$ cat src/rtl/mp3_pkg.sv
// Shared constants, field widths, FSM state type and header packing for the MPEG-1 Layer III frame packer.
// Latency: n/a (package only).
// Backpressure: n/a.
package mp3_pkg;

   localparam logic [10:0] SYNC_WORD   = 11'h7FF;
   localparam int HDR_BITS             = 32;
   localparam int CRC_BITS             = 16;
   localparam int SI_BITS_2CH          = 256;
   localparam int GRCH_BITS            = 59;
   localparam int FRAME_BITS           = HDR_BITS + CRC_BITS + SI_BITS_2CH;
   localparam int FRAME_BYTES_NOCRC    = 36;
   localparam int FRAME_BYTES_CRC      = 38;
   localparam int CNT_W                = 6;

   // Side-information field widths
   localparam int MDB_W   = 9;
   localparam int PRIV_W  = 3;
   localparam int SCFSI_W = 4;
   localparam int P23_W   = 12;
   localparam int BV_W    = 9;
   localparam int GG_W    = 8;
   localparam int SFC_W   = 4;
   localparam int BT_W    = 2;
   localparam int TS_W    = 5;
   localparam int SBG_W   = 3;
   localparam int RC_W    = 4;
   localparam int R1_W    = 3;   // region1_count bits actually emitted

   typedef enum logic {IDLE, SEND} state_t;

   // 32-bit frame header, MSB first. Private, copyright and original are always 0.
   function automatic logic [HDR_BITS-1:0] pack_header(
      input logic       prot,
      input logic [3:0] bitrate_index,
      input logic [1:0] samp_freq,
      input logic       padding,
      input logic [1:0] mode,
      input logic [1:0] mode_ext,
      input logic [1:0] emphasis);
      return {SYNC_WORD, 2'b11, 2'b01, prot, bitrate_index, samp_freq, padding,
              1'b0, mode, mode_ext, 2'b00, emphasis};
   endfunction

endpackage

$ cat src/rtl/si_packer.sv
// Purely combinational packer: two-channel Layer III side-info fields -> 256-bit vector, MSB first.
// Latency: 0 cycles.  Backpressure: none (no state).
// Ports: field inputs indexed [gr][ch]; si_bits out.
module si_packer
   import mp3_pkg::*;
(
   input  logic [MDB_W-1:0]                  main_data_begin,
   input  logic [PRIV_W-1:0]                 private_bits,
   input  logic [1:0][SCFSI_W-1:0]           scfsi,
   input  logic [1:0][1:0][P23_W-1:0]        part2_3_length,
   input  logic [1:0][1:0][BV_W-1:0]         big_values,
   input  logic [1:0][1:0][GG_W-1:0]         global_gain,
   input  logic [1:0][1:0][SFC_W-1:0]        scalefac_compress,
   input  logic [1:0][1:0]                   window_switching_flag,
   input  logic [1:0][1:0][BT_W-1:0]         block_type,
   input  logic [1:0][1:0]                   mixed_block_flag,
   input  logic [1:0][1:0][2:0][TS_W-1:0]    table_select,
   input  logic [1:0][1:0][2:0][SBG_W-1:0]   subblock_gain,
   input  logic [1:0][1:0][RC_W-1:0]         region0_count,
   input  logic [1:0][1:0][RC_W-1:0]         region1_count,
   input  logic [1:0][1:0]                   preflag,
   input  logic [1:0][1:0]                   scalefac_scale,
   input  logic [1:0][1:0]                   count1table_select,
   output logic [SI_BITS_2CH-1:0]            si_bits
);

   // One [gr][ch] group. Both wsf branches of the middle section are 22 bits,
   // so every group is 59 bits and later groups never shift.
   function automatic logic [GRCH_BITS-1:0] pack_grch(
      input logic [P23_W-1:0]       p23,
      input logic [BV_W-1:0]        bv,
      input logic [GG_W-1:0]        gg,
      input logic [SFC_W-1:0]       sfc,
      input logic                   wsf,
      input logic [BT_W-1:0]        bt,
      input logic                   mbf,
      input logic [2:0][TS_W-1:0]   ts,
      input logic [2:0][SBG_W-1:0]  sbg,
      input logic [RC_W-1:0]        r0,
      input logic [R1_W-1:0]        r1,
      input logic                   pf,
      input logic                   sfs,
      input logic                   c1);
      logic [21:0] mid;
      if (wsf)
         mid = {bt, mbf, ts[0], ts[1], sbg[0], sbg[1], sbg[2]};
      else
         mid = {ts[0], ts[1], ts[2], r0, r1};
      return {p23, bv, gg, sfc, wsf, mid, pf, sfs, c1};
   endfunction

   logic [3:0][GRCH_BITS-1:0] grp;

   for (genvar gr = 0; gr < 2; gr++) begin : g_gr
      for (genvar ch = 0; ch < 2; ch++) begin : g_ch
         assign grp[gr*2+ch] = pack_grch(
            part2_3_length[gr][ch], big_values[gr][ch], global_gain[gr][ch],
            scalefac_compress[gr][ch], window_switching_flag[gr][ch],
            block_type[gr][ch], mixed_block_flag[gr][ch], table_select[gr][ch],
            subblock_gain[gr][ch], region0_count[gr][ch],
            region1_count[gr][ch][R1_W-1:0], preflag[gr][ch],
            scalefac_scale[gr][ch], count1table_select[gr][ch]);
      end
   end

   // region1_count bit 3 has no slot in the bitstream
   logic unused_r1_msb;
   assign unused_r1_msb = ^{region1_count[0][0][3], region1_count[0][1][3],
                            region1_count[1][0][3], region1_count[1][1][3]};

   assign si_bits = {main_data_begin, private_bits, scfsi[0], scfsi[1],
                     grp[0], grp[1], grp[2], grp[3]};

endmodule

$ cat src/rtl/si_frame_packer.sv
// Serializes header + optional CRC + 2ch side info of one Layer III frame into bytes, MSB first.
// Latency: start at edge N -> byte 0 valid from N+1; one byte per cycle while axior=1.
// Backpressure: axior low holds axiod/axiov stable; start while busy is dropped (no queue).
// Ports: clk/rst (async active-low), start + frame fields in, axiod/axiov/axior byte stream, busy, done.
module si_frame_packer
   import mp3_pkg::*;
(
   input  logic                              clk,
   input  logic                              rst,
   input  logic                              start,
   input  logic                              prot,
   input  logic [3:0]                        bitrate_index,
   input  logic [1:0]                        samp_freq,
   input  logic                              padding,
   input  logic [1:0]                        mode,
   input  logic [1:0]                        mode_ext,
   input  logic [1:0]                        emphasis,
   input  logic [15:0]                       crc_word,
   input  logic [MDB_W-1:0]                  main_data_begin,
   input  logic [PRIV_W-1:0]                 private_bits,
   input  logic [1:0][SCFSI_W-1:0]           scfsi,
   input  logic [1:0][1:0][P23_W-1:0]        part2_3_length,
   input  logic [1:0][1:0][BV_W-1:0]         big_values,
   input  logic [1:0][1:0][GG_W-1:0]         global_gain,
   input  logic [1:0][1:0][SFC_W-1:0]        scalefac_compress,
   input  logic [1:0][1:0]                   window_switching_flag,
   input  logic [1:0][1:0]                   mixed_block_flag,
   input  logic [1:0][1:0]                   preflag,
   input  logic [1:0][1:0]                   scalefac_scale,
   input  logic [1:0][1:0]                   count1table_select,
   input  logic [1:0][1:0][BT_W-1:0]         block_type,
   input  logic [1:0][1:0][2:0][TS_W-1:0]    table_select,
   input  logic [1:0][1:0][2:0][SBG_W-1:0]   subblock_gain,
   input  logic [1:0][1:0][RC_W-1:0]         region0_count,
   input  logic [1:0][1:0][RC_W-1:0]         region1_count,
   output logic [7:0]                        axiod,
   output logic                              axiov,
   input  logic                              axior,
   output logic                              busy,
   output logic                              done
);

   state_t                 state, state_nxt;
   logic [FRAME_BITS-1:0]  sreg;
   logic [CNT_W-1:0]       cnt;
   logic                   load, shift;
   logic [SI_BITS_2CH-1:0] si_bits;
   logic [HDR_BITS-1:0]    hdr_bits;

   si_packer u_si_packer (
      .main_data_begin       (main_data_begin),
      .private_bits          (private_bits),
      .scfsi                 (scfsi),
      .part2_3_length        (part2_3_length),
      .big_values            (big_values),
      .global_gain           (global_gain),
      .scalefac_compress     (scalefac_compress),
      .window_switching_flag (window_switching_flag),
      .block_type            (block_type),
      .mixed_block_flag      (mixed_block_flag),
      .table_select          (table_select),
      .subblock_gain         (subblock_gain),
      .region0_count         (region0_count),
      .region1_count         (region1_count),
      .preflag               (preflag),
      .scalefac_scale        (scalefac_scale),
      .count1table_select    (count1table_select),
      .si_bits               (si_bits)
   );

   assign hdr_bits = pack_header(prot, bitrate_index, samp_freq, padding,
                                 mode, mode_ext, emphasis);

   always_ff @(posedge clk or negedge rst) begin
      if (!rst) state <= IDLE;
      else      state <= state_nxt;
   end

   always_comb begin
      state_nxt = state;
      load      = 1'b0;
      shift     = 1'b0;
      done      = 1'b0;
      axiov     = 1'b0;
      busy      = 1'b0;
      case (state)
         IDLE: begin
            if (start) begin
               load      = 1'b1;
               state_nxt = SEND;
            end
         end
         SEND: begin
            axiov = 1'b1;
            busy  = 1'b1;
            if (axior) begin
               shift = 1'b1;
               if (cnt == CNT_W'(1)) begin
                  done      = 1'b1;
                  state_nxt = IDLE;
               end
            end
         end
         default: state_nxt = IDLE;
      endcase
   end

   // Without CRC the side info moves up into the CRC slot; the tail is padding
   // that is never emitted because the count stops at 36.
   always_ff @(posedge clk or negedge rst) begin
      if (!rst) begin
         sreg <= '0;
         cnt  <= '0;
      end else if (load) begin
         sreg <= prot ? {hdr_bits, si_bits, {CRC_BITS{1'b0}}}
                      : {hdr_bits, crc_word, si_bits};
         cnt  <= prot ? CNT_W'(FRAME_BYTES_NOCRC) : CNT_W'(FRAME_BYTES_CRC);
      end else if (shift) begin
         sreg <= {sreg[FRAME_BITS-9:0], 8'h00};
         cnt  <= cnt - CNT_W'(1);
      end
   end

   assign axiod = sreg[FRAME_BITS-1 -: 8];

endmodule
$ cat config.mk
export PLATFORM = sky130hd
export DESIGN_NAME = si_frame_packer
export DESIGN_NICKNAME = d
export VERILOG_FILES = /design/src/rtl/mp3_pkg.sv /design/src/rtl/si_packer.sv /design/src/rtl/si_frame_packer.sv
export SDC_FILE = /design/constraint.sdc
export NUM_CORES = 1
export LEC_CHECK = 0
export CORE_AREA = 2 2 226 228
export CTS_BUF_LIST = sky130_fd_sc_hd__clkbuf_4
export CTS_CLUSTER_SIZE = 16
export DETAILED_ROUTE_END_ITERATION = 6
export DIE_AREA = 0 0 228 230
export GPL_TIMING_DRIVEN = 0
export PLACE_DENSITY = 0.62
export SLEW_MARGIN = 20
export SYNTH_ARGS = -nofsm -noshare
export SYNTH_HDL_FRONTEND = slang
export SYNTH_SLANG_ARGS = --single-unit
$ cat constraint.sdc
create_clock -name clk -period 1.4 [get_ports clk]
set_input_delay 0.28 -clock clk [delete_from_list [all_inputs] [get_ports clk]]
set_output_delay 0.28 -clock clk [all_outputs]
set_load 0.02 [all_outputs]
==> impl_metrics.json, run 1 <==
{
  "grt_util_all_layers": 0.2921,
  "cts.path.max_buffers": 3,
  "layout_min_cycle_time_ns": 2.311,
  "critical_path.startpoint_type": "flop",
  "cts_num_sinks": 311,
  "crit_start": "state",
  "timing.critical_path.to": "done",
  "fp.dieW_um": 228,
  "synth_top_cells_by_count": "sky130_fd_sc_hd__dfrtp_1 (311), sky130_fd_sc_hd__nand2_1 (217), sky130_fd_sc_hd__a21oi_1 (151), sky130_fd_sc_hd__mux2i_1 (151), sky130_fd_sc_hd__nor2_1 (111)",
  "violated_checks": "hold timing, setup timing",
  "post_synth_xor_area_fraction": 0.0005045,
  "grt_setup_unrepaired": "yes",
  "dominant_cell_by_count_in_the_synthesized_netlist": "sky130_fd_sc_hd__dfrtp_1",
  "finalSetupViolations": 322,
  "cts-root-buf": "sky130_fd_sc_hd__clkbuf_4",
  "synth_seq_cells": 311,
  "slew_headroom": 0.1876,
  "worst_slack_on_hold_paths_ns": -0.5664,
  "finalWirelength_um": 86180,
  "drc": 0,
  "crit_required_ns": 1.12,
  "share_of_the_synthesized_area_in_the_top_cell_type": 0.4483,
  "worstSetupEndpointType": "output port",
  "synth.distinct_cells": 46,
  "final_nets": 2659,
  "syn-instance-count": 1813,
  "hold_viol_final": 188,
  "cts.reportedPaths.clkPinSlew_ns": 0.09,
  "synth-edff-count": 0,
  "grt_pass1_wl_um": 114900,
  "reg2reg_from": "state",
  "tightest_slew_ns": 1.219,
  "arrival_ns": 2.03,
  "die_y_um": 230,
  "synth-seq-area-share": 0.4483,
  "rr_endpoint": "sreg[128]",
  "stdcell_count": 3051,
  "grt_start_max_net_pins": 95,
  "die_area_um2": 52440,
  "tritoncts.num_buffers": 86,
  "maxClockFrequency_mhz": 432.6,
  "drt_first_pass_iters": 6,
  "run_status": "complete, but fails checks",
  "setup_tns_ns": -123.83,
  "placed_cells": 2831,
  "syn2layout_area_growth_pct": 56.63,
  "yosys.area_share.adder": 0.001441,
  "synth_simple_gate_area_frac": 0.1519,
  "groute.layer.met3.usage": 0.07118,
  "drt-wirelength-per-cell_um": 28.25,
  "placeableCoreArea_um2": 49860,
  "layout-drive-gt1-share": 0.3186,
  "dr_total_vias": 18670,
  "ios": 353,
  "post_synth_mux_area_share": 0.1325,
  "globalRouteMet1Util": 0.3710,
  "setup_ws_ns": -0.9114,
  "syn-num-nets": 2157,
  "clk_latency_ns": 0.83,
  "core.rowCount": 82,
  "dominant_combinational_cell_family_by_area_after_synthesis": "compound AO/OA/AOI/OAI gates",
  "cts_hold_buf": 2,
  "post-dp-hpwl_um": 57900,
  "post_synth.cell_area_avg_um2": 9.576,
  "floorplan.initialDensity": 0.3482,
  "groute.layer.met2.usage": 0.4730,
  "worst-r2r-setup-slack_ns": -0.56,
  "worst-path-max-fanout": 2,
  "initialDrtViolationCount": 2354,
  "port_buffers": 343,
  "power.ir.vdd_worst_uv": 585.3,
  "min_period_over_period": 1.651,
  "antenna_found_initial": 7,
  "ys.warnings.count": 0,
  "hold_path.class": "primary input to asynchronous set/reset pin",
  "synth_flop_cell": "sky130_fd_sc_hd__dfrtp_1",
  "power.leakage_uw": 0.01099,
  "ys_top_cells_by_area": "sky130_fd_sc_hd__dfrtp_1 (45%), sky130_fd_sc_hd__mux2i_1 (8.7%), sky130_fd_sc_hd__nand2_1 (4.7%)",
  "globalplace.congestion": 0.9295,
  "r2r.worst_path.cells": 6,
  "synth.largest_area_cell": "sky130_fd_sc_hd__dfrtp_1",
  "tritoncts": "yes",
  "finalClockSkew_ns": 0.03481,
  "grt-ovfl-total": 0,
  "synth_compound_area_frac": 0.2032,
  "ant_nets": 0,
  "power_density_nw_per_um2": 1389,
  "grt_pass1_vias": 17920,
  "finalMaxSlewViolations": 0,
  "timing_worst_setup_path_type": "flop to output port",
  "gr-max-usage-layer": "met2",
  "max_cap_viol": 0,
  "htreeDepth": 3,
  "drt-vias-per-instance": 6.118,
  "pre_cts_ws_ns": -1.291,
  "async_reset_ff_frac": 1.000,
  "syn-cell-area_um2": 17360
}
worst min path at each step:
stage,from,to,slack [ns],depth (start not counted)
2_1_floorplan,rst,cnt[0],-0.02,0
3_3_place_gp,cnt[5],cnt[5],0.45,1
3_5_place_dp,rst,sreg[248],0.30,1
4_1_cts,rst,sreg[248],-0.55,1
5_1_grt,rst,sreg[246],-0.53,1
6_report,rst,sreg[248],-0.57,1
flip-flops by register name, indices dropped and copies added, names as in the netlist:
signal	flops
sreg	304
state	1
cnt	6
critical path: stages (launching register included):
cell and delay [ns]:
sky130_fd_sc_hd__dfrtp_2 0.43, sky130_fd_sc_hd__buf_8 0.12, sky130_fd_sc_hd__nand2_4 0.05, sky130_fd_sc_hd__buf_12 0.15, sky130_fd_sc_hd__clkbuf_16 0.13, sky130_fd_sc_hd__nor3_4 0.15, sky130_fd_sc_hd__buf_6 0.15
cell families after synthesis:
family | after synthesis
buffers and inverters | 206
XOR/XNOR | 1
AND/OR/NAND/NOR | 525
multiplexers | 221
adder cells (fa/ha/maj) | 2
flip-flops | 311
AO/OA/AOI/OAI | 547
cell usage in the layout (no fill, tap or decap), types with 16 or more instances in the layout:
master	netlist	routed
sky130_fd_sc_hd__a211oi_1	60	16
sky130_fd_sc_hd__mux2_2	70	69
sky130_fd_sc_hd__buf_6	12	41
sky130_fd_sc_hd__o22ai_2	0	77
sky130_fd_sc_hd__buf_4	21	50
sky130_fd_sc_hd__clkbuf_4	1	136
sky130_fd_sc_hd__a211oi_2	0	24
sky130_fd_sc_hd__a21oi_1	151	108
sky130_fd_sc_hd__and3_1	19	18
sky130_fd_sc_hd__o22a_1	33	33
sky130_fd_sc_hd__o22ai_4	0	21
sky130_fd_sc_hd__mux2i_1	151	149
sky130_fd_sc_hd__clkdlybuf4s50_1	0	331
sky130_fd_sc_hd__a21oi_2	0	40
sky130_fd_sc_hd__nor2_2	0	38
sky130_fd_sc_hd__o21ai_0	29	27
sky130_fd_sc_hd__a221oi_2	0	16
sky130_fd_sc_hd__clkbuf_1	46	20
sky130_fd_sc_hd__buf_2	106	40
sky130_fd_sc_hd__a211oi_4	0	20
sky130_fd_sc_hd__nand2b_1	37	36
sky130_fd_sc_hd__clkinv_1	0	19
sky130_fd_sc_hd__a31oi_4	0	23
sky130_fd_sc_hd__buf_12	0	56
sky130_fd_sc_hd__nor2_1	111	59
sky130_fd_sc_hd__a31oi_1	110	80
sky130_fd_sc_hd__and3b_1	34	33
sky130_fd_sc_hd__nand2_1	217	214
sky130_fd_sc_hd__nor2b_1	58	57
sky130_fd_sc_hd__dfrtp_1	311	310
sky130_fd_sc_hd__clkbuf_16	0	33
stage by stage:
stage / util / hold WS [ns] / cell area, um2 / total power, uW
finish: 0.5453 / -0.5664 / 27190 / 37760
global route: 0.5453 / -0.5343 / 27190 / 39210
CTS: 0.4674 / -0.5533 / 23310 / 32990
detailed placement: 0.4369 / 0.3019 / 21780 / 24470
global placement: 0.4351 / 0.4539 / 21700 / 24130
floorplan: - / -0.01559 / 17420 / 20360
power breakdown:
part,total [uW],internal [uW],switching [uW]
Combinational,13700,7380,6320
Sequential,15700,12500,3190
Clock,8340,4110,4230
final cells by class:
| type | count | area, um2 |
|---|---|---|
| antenna | 6 | 15.01 |
| buffer | 182 | 1972 |
| clock inverter | 19 | 71.32 |
| tap | 672 | 840.8 |
| sequential | 311 | 7784 |
| clock buffer | 127 | 953.4 |
| timing repair buffer | 423 | 4782 |
| fill | 4363 | 22670 |
| inverter | 15 | 56.30 |
| multi-input combinational | 1296 | 10720 |
metal layers:
metal / share of wire / vias up / wire length, um
met3: 0.10 / 361 / 9047
met2: 0.45 / 1390 / 38800
met4: 0.065 / 6 / 5600
li1: - / 7714 / -
met1: 0.38 / 9195 / 32700
met5: 0.00041 / - / 35
repair_timing:
item,in CTS,in global routing
gates resized for setup,192,589
buffers inserted,18,22
endpoints found under the hold margin,167,73
cloned,0,36
pin swaps,2,38
endpoints found under the setup margin,322,338
Power figures use the tool's default switching activity.
==> run 2: changes to the inputs <==
Settings changed: CORE_AREA 2 2 226 228 to 2 2 242 244, DIE_AREA 0 0 228 230 to 0 0 244 246, PLACE_DENSITY 0.62 to 0.61, SYNTH_HIERARCHICAL set to 1.
==> run 2 against run 1 <==
Effect of this change: the run ends with setup timing left; non-clock buffer count grew 181; first-iteration DRC count shrank 31%; cell area grew 5.8%; critical path depth is the same; clock skew grew 0.0027 ns; total power shrank 6.2%; flip-flop and latch count is the same; worst setup slack gained 0.0065 ns; largest power group unchanged; utilization shrank 4.4 points.
==> impl_metrics.json, run 2 <==
{
  "synth_simple_gate_area_frac": 0.2658,
  "finalWirelength_um": 78440,
  "placeableCoreArea_um2": 57370,
  "ios": 353,
  "power.ir.vdd_worst_uv": 778.9,
  "syn-instance-count": 2399,
  "maxClockFrequency_mhz": 433.9,
  "hold_viol_final": 0,
  "drt_first_pass_iters": 6,
  "hold_path.class": "primary input to asynchronous set/reset pin",
  "final_nets": 3245,
  "ys.warnings.count": 6,
  "timing.critical_path.slowest_stage_cell": "sky130_fd_sc_hd__dfrtp_2",
  "grt_start_max_net_pins": 87,
  "syn2layout_area_growth_pct": 44.87,
  "comb_power_share": 0.341,
  "globalplace.congestion": 0.8947,
  "layout-drive-gt1-share": 0.3059,
  "max_cap_viol": 0,
  "layout.cells.most_common": "sky130_fd_sc_hd__nand2_1",
  "syn-cell-area_um2": 19860,
  "finalMaxSlewViolations": 0,
  "post_synth_mux_area_share": 0.05198,
  "drt-vias-per-instance": 5.403,
  "synth.distinct_cells": 37,
  "synth_compound_area_frac": 0.1694,
  "die_y_um": 246,
  "drt-wirelength-per-cell_um": 21.11,
  "async_reset_ff_frac": 1.000,
  "slowest_delay_ns": 0.38,
  "grt_pass1_wl_um": 117200,
  "ys_top_cells_by_area": "sky130_fd_sc_hd__dfrtp_1 (39%), sky130_fd_sc_hd__nor2b_1 (7.7%), sky130_fd_sc_hd__nand2_1 (7.6%)",
  "yosys.area_share.adder": 0.001260,
  "stdcell_count": 3716,
  "placed_cells": 3349,
  "synth-seq-area-share": 0.3919,
  "crit_required_ns": 1.12,
  "reg2reg_from": "state",
  "synth_flop_cell": "sky130_fd_sc_hd__dfrtp_1",
  "power.leakage_uw": 0.01116,
  "crit_start": "state",
  "grt-ovfl-total": 0,
  "syn-num-nets": 2743,
  "cts_num_sinks": 311,
  "antenna_found_initial": 3,
  "slew_headroom": 0.4612,
  "critical_path.startpoint_type": "flop",
  "dominant_cell_by_count_in_the_synthesized_netlist": "sky130_fd_sc_hd__nand2_1",
  "synth_top_cells_by_count": "sky130_fd_sc_hd__nand2_1 (403), sky130_fd_sc_hd__dfrtp_1 (311), sky130_fd_sc_hd__nor2b_1 (245), sky130_fd_sc_hd__nor2_1 (193), sky130_fd_sc_hd__buf_4 (183)",
  "min_period_over_period": 1.646,
  "cts.reportedPaths.clkPinSlew_ns": 0.06,
  "switching_share": 0.3538,
  "htreeDepth": 3,
  "finalSetupViolations": 322,
  "synth-edff-count": 0,
  "dominant_combinational_cell_family_by_area_after_synthesis": "simple AND/OR/NAND/NOR gates",
  "grt_pass1_vias": 20410,
  "post_synth_xor_area_fraction": 0.0004411,
  "tritoncts": "yes",
  "power_density_nw_per_um2": 1232,
  "ant_nets": 0,
  "layout_min_cycle_time_ns": 2.305,
  "violated_checks": "setup timing",
  "timing_worst_setup_path_type": "flop to output port",
  "die_area_um2": 60020,
  "p_sw_uw": 12540,
  "tightest_slew_ns": 0.8081,
  "worst-path-max-fanout": 2,
  "worstSetupEndpointType": "output port",
  "clkPwrFrac": 0.234,
  "most-common-layout-cells": "sky130_fd_sc_hd__nand2_1 (395), sky130_fd_sc_hd__dfrtp_1 (310), sky130_fd_sc_hd__nor2b_1 (245)",
  "synth_seq_cells": 311,
  "dr_total_vias": 20080,
  "sequentialPowerShare": 0.425,
  "setup_tns_ns": -182.96,
  "post_synth.cell_area_avg_um2": 8.277,
  "crit_path_cell_trace": "buf_8, nand2_8, buf_12, clkbuf_16, nor4_4, buf_4",
  "regMostFlops": "sreg",
  "post-dp-hpwl_um": 53350,
  "finalClockSkew_ns": 0.03750,
  "cts.path.max_buffers": 3,
  "grt_util_all_layers": 0.2489,
  "fp.dieW_um": 244,
  "synth.largest_area_cell": "sky130_fd_sc_hd__dfrtp_1",
  "biggestRegsByFlops": "sreg x304, cnt x6, state x1",
  "initialDrtViolationCount": 1620,
  "arrival_ns": 2.02,
  "worst-r2r-setup-slack_ns": -0.73,
  "port_buffers": 182,
  "clk_latency_ns": 0.83,
  "tritoncts.num_buffers": 90,
  "core.rowCount": 88,
  "run_status": "complete, but fails checks",
  "cell_internal_pwr_uw": 22900,
  "drc": 0,
  "setup_ws_ns": -0.9049,
  "grt_setup_unrepaired": "yes",
  "cts-root-buf": "sky130_fd_sc_hd__clkbuf_4",
  "floorplan.initialDensity": 0.3461,
  "largest_register_ffs": 304,
  "share_of_the_synthesized_area_in_the_top_cell_type": 0.3919
}
==> run 2: cell count changes in the layout (fill, tap and decap cells not counted), sizes merged, moves of 147 or more <==
| cell | delta |
|---|---|
| o21ai | +147 |
| dlygate4sd3 | +176 |
| nand2 | +186 |
| mux2i | -148 |
| nor2b | +187 |
| nand3b | +167 |
| clkdlybuf4s50 | -161 |
==> run 2: cell type report <==
| class | instances | area (um2) |
|---|---|---|
| sequential | 311 | 7784 |
| antenna | 2 | 5.005 |
| multi-input combinational | 1697 | 11270 |
| clock buffer | 130 | 975.9 |
| clock inverter | 10 | 38.79 |
| inverter | 15 | 56.30 |
| tap | 765 | 957.2 |
| fill | 5323 | 28600 |
| timing repair buffer | 415 | 4672 |
| buffer | 371 | 3012 |
==> run 2: power by group through the flow <==
stage               combinational (uW)  clock, uW  sequential (uW)
finish                           12100       8290            15100
global route                     13100       8970            15400
CTS                              10800       8440            14500
detailed placement                9150          0            14200
global placement                  8910          0            14200
floorplan                         6540          0            13500
==> run 2: what timing repair did <==
item                                   CTS  global route
hold buffers                           177             0
setup buffers                           22            10
resized for setup                      388           341
cloned                                  21             7
endpoints found under the hold margin  394             0
setup endpoints to repair              322           391
pin swaps                                9            14
==> run 2: final timing paths <==
| check | cells after the start | to |
|---|---|---|
| hold reg to reg | 2 | sreg[12] |
| hold / removal | 2 | sreg[179] |
| min in group clk | 3 | sreg[284] |
| max in group asynchronous | 4 | sreg[24] |
| setup / recovery | 6 | done |
| setup reg to reg | 11 | sreg[111] |
==> run 2: through the flow <==
stage	total power, uW	area (um2)	worst slack, ns	hold slack (ns)	utilization
detailed placement	23350	22890	-0.9987	0.3321	0.3990
global placement	23120	22800	-15.26	0.4536	0.3975
finish	35430	28770	-0.9049	0.03292	0.5015
floorplan	20090	20020	-0.1287	-0.01559	-
global route	37450	28770	-1.030	0.05188	0.5015
CTS	33760	27540	-1.086	0.0009346	0.4800
==> run 2: metal layers <==
layer | track usage | share of wire | vias up
met4 | 0.09487 | 0.032 | 4
met5 | 0 | 0.00023 | -
met1 | 0.3259 | 0.42 | 9901
li1 | - | - | 9035
met3 | 0.04292 | 0.070 | 171
met2 | 0.4105 | 0.48 | 968
==> run 2: cell families after synthesis <==
logic type | after synthesis
compound gates | 558
buf+inv | 391
simple gates | 1044
fa+ha+maj | 2
mux | 92
flops | 311
xor+xnor | 1
==> run 2: critical path, delay by kind of cell (launching register included) <==
kind / cells / cell delay, ns
flip-flops: 1 / 0.38
AND/OR/NAND/NOR: 2 / 0.24
buffers and inverters: 4 / 0.58
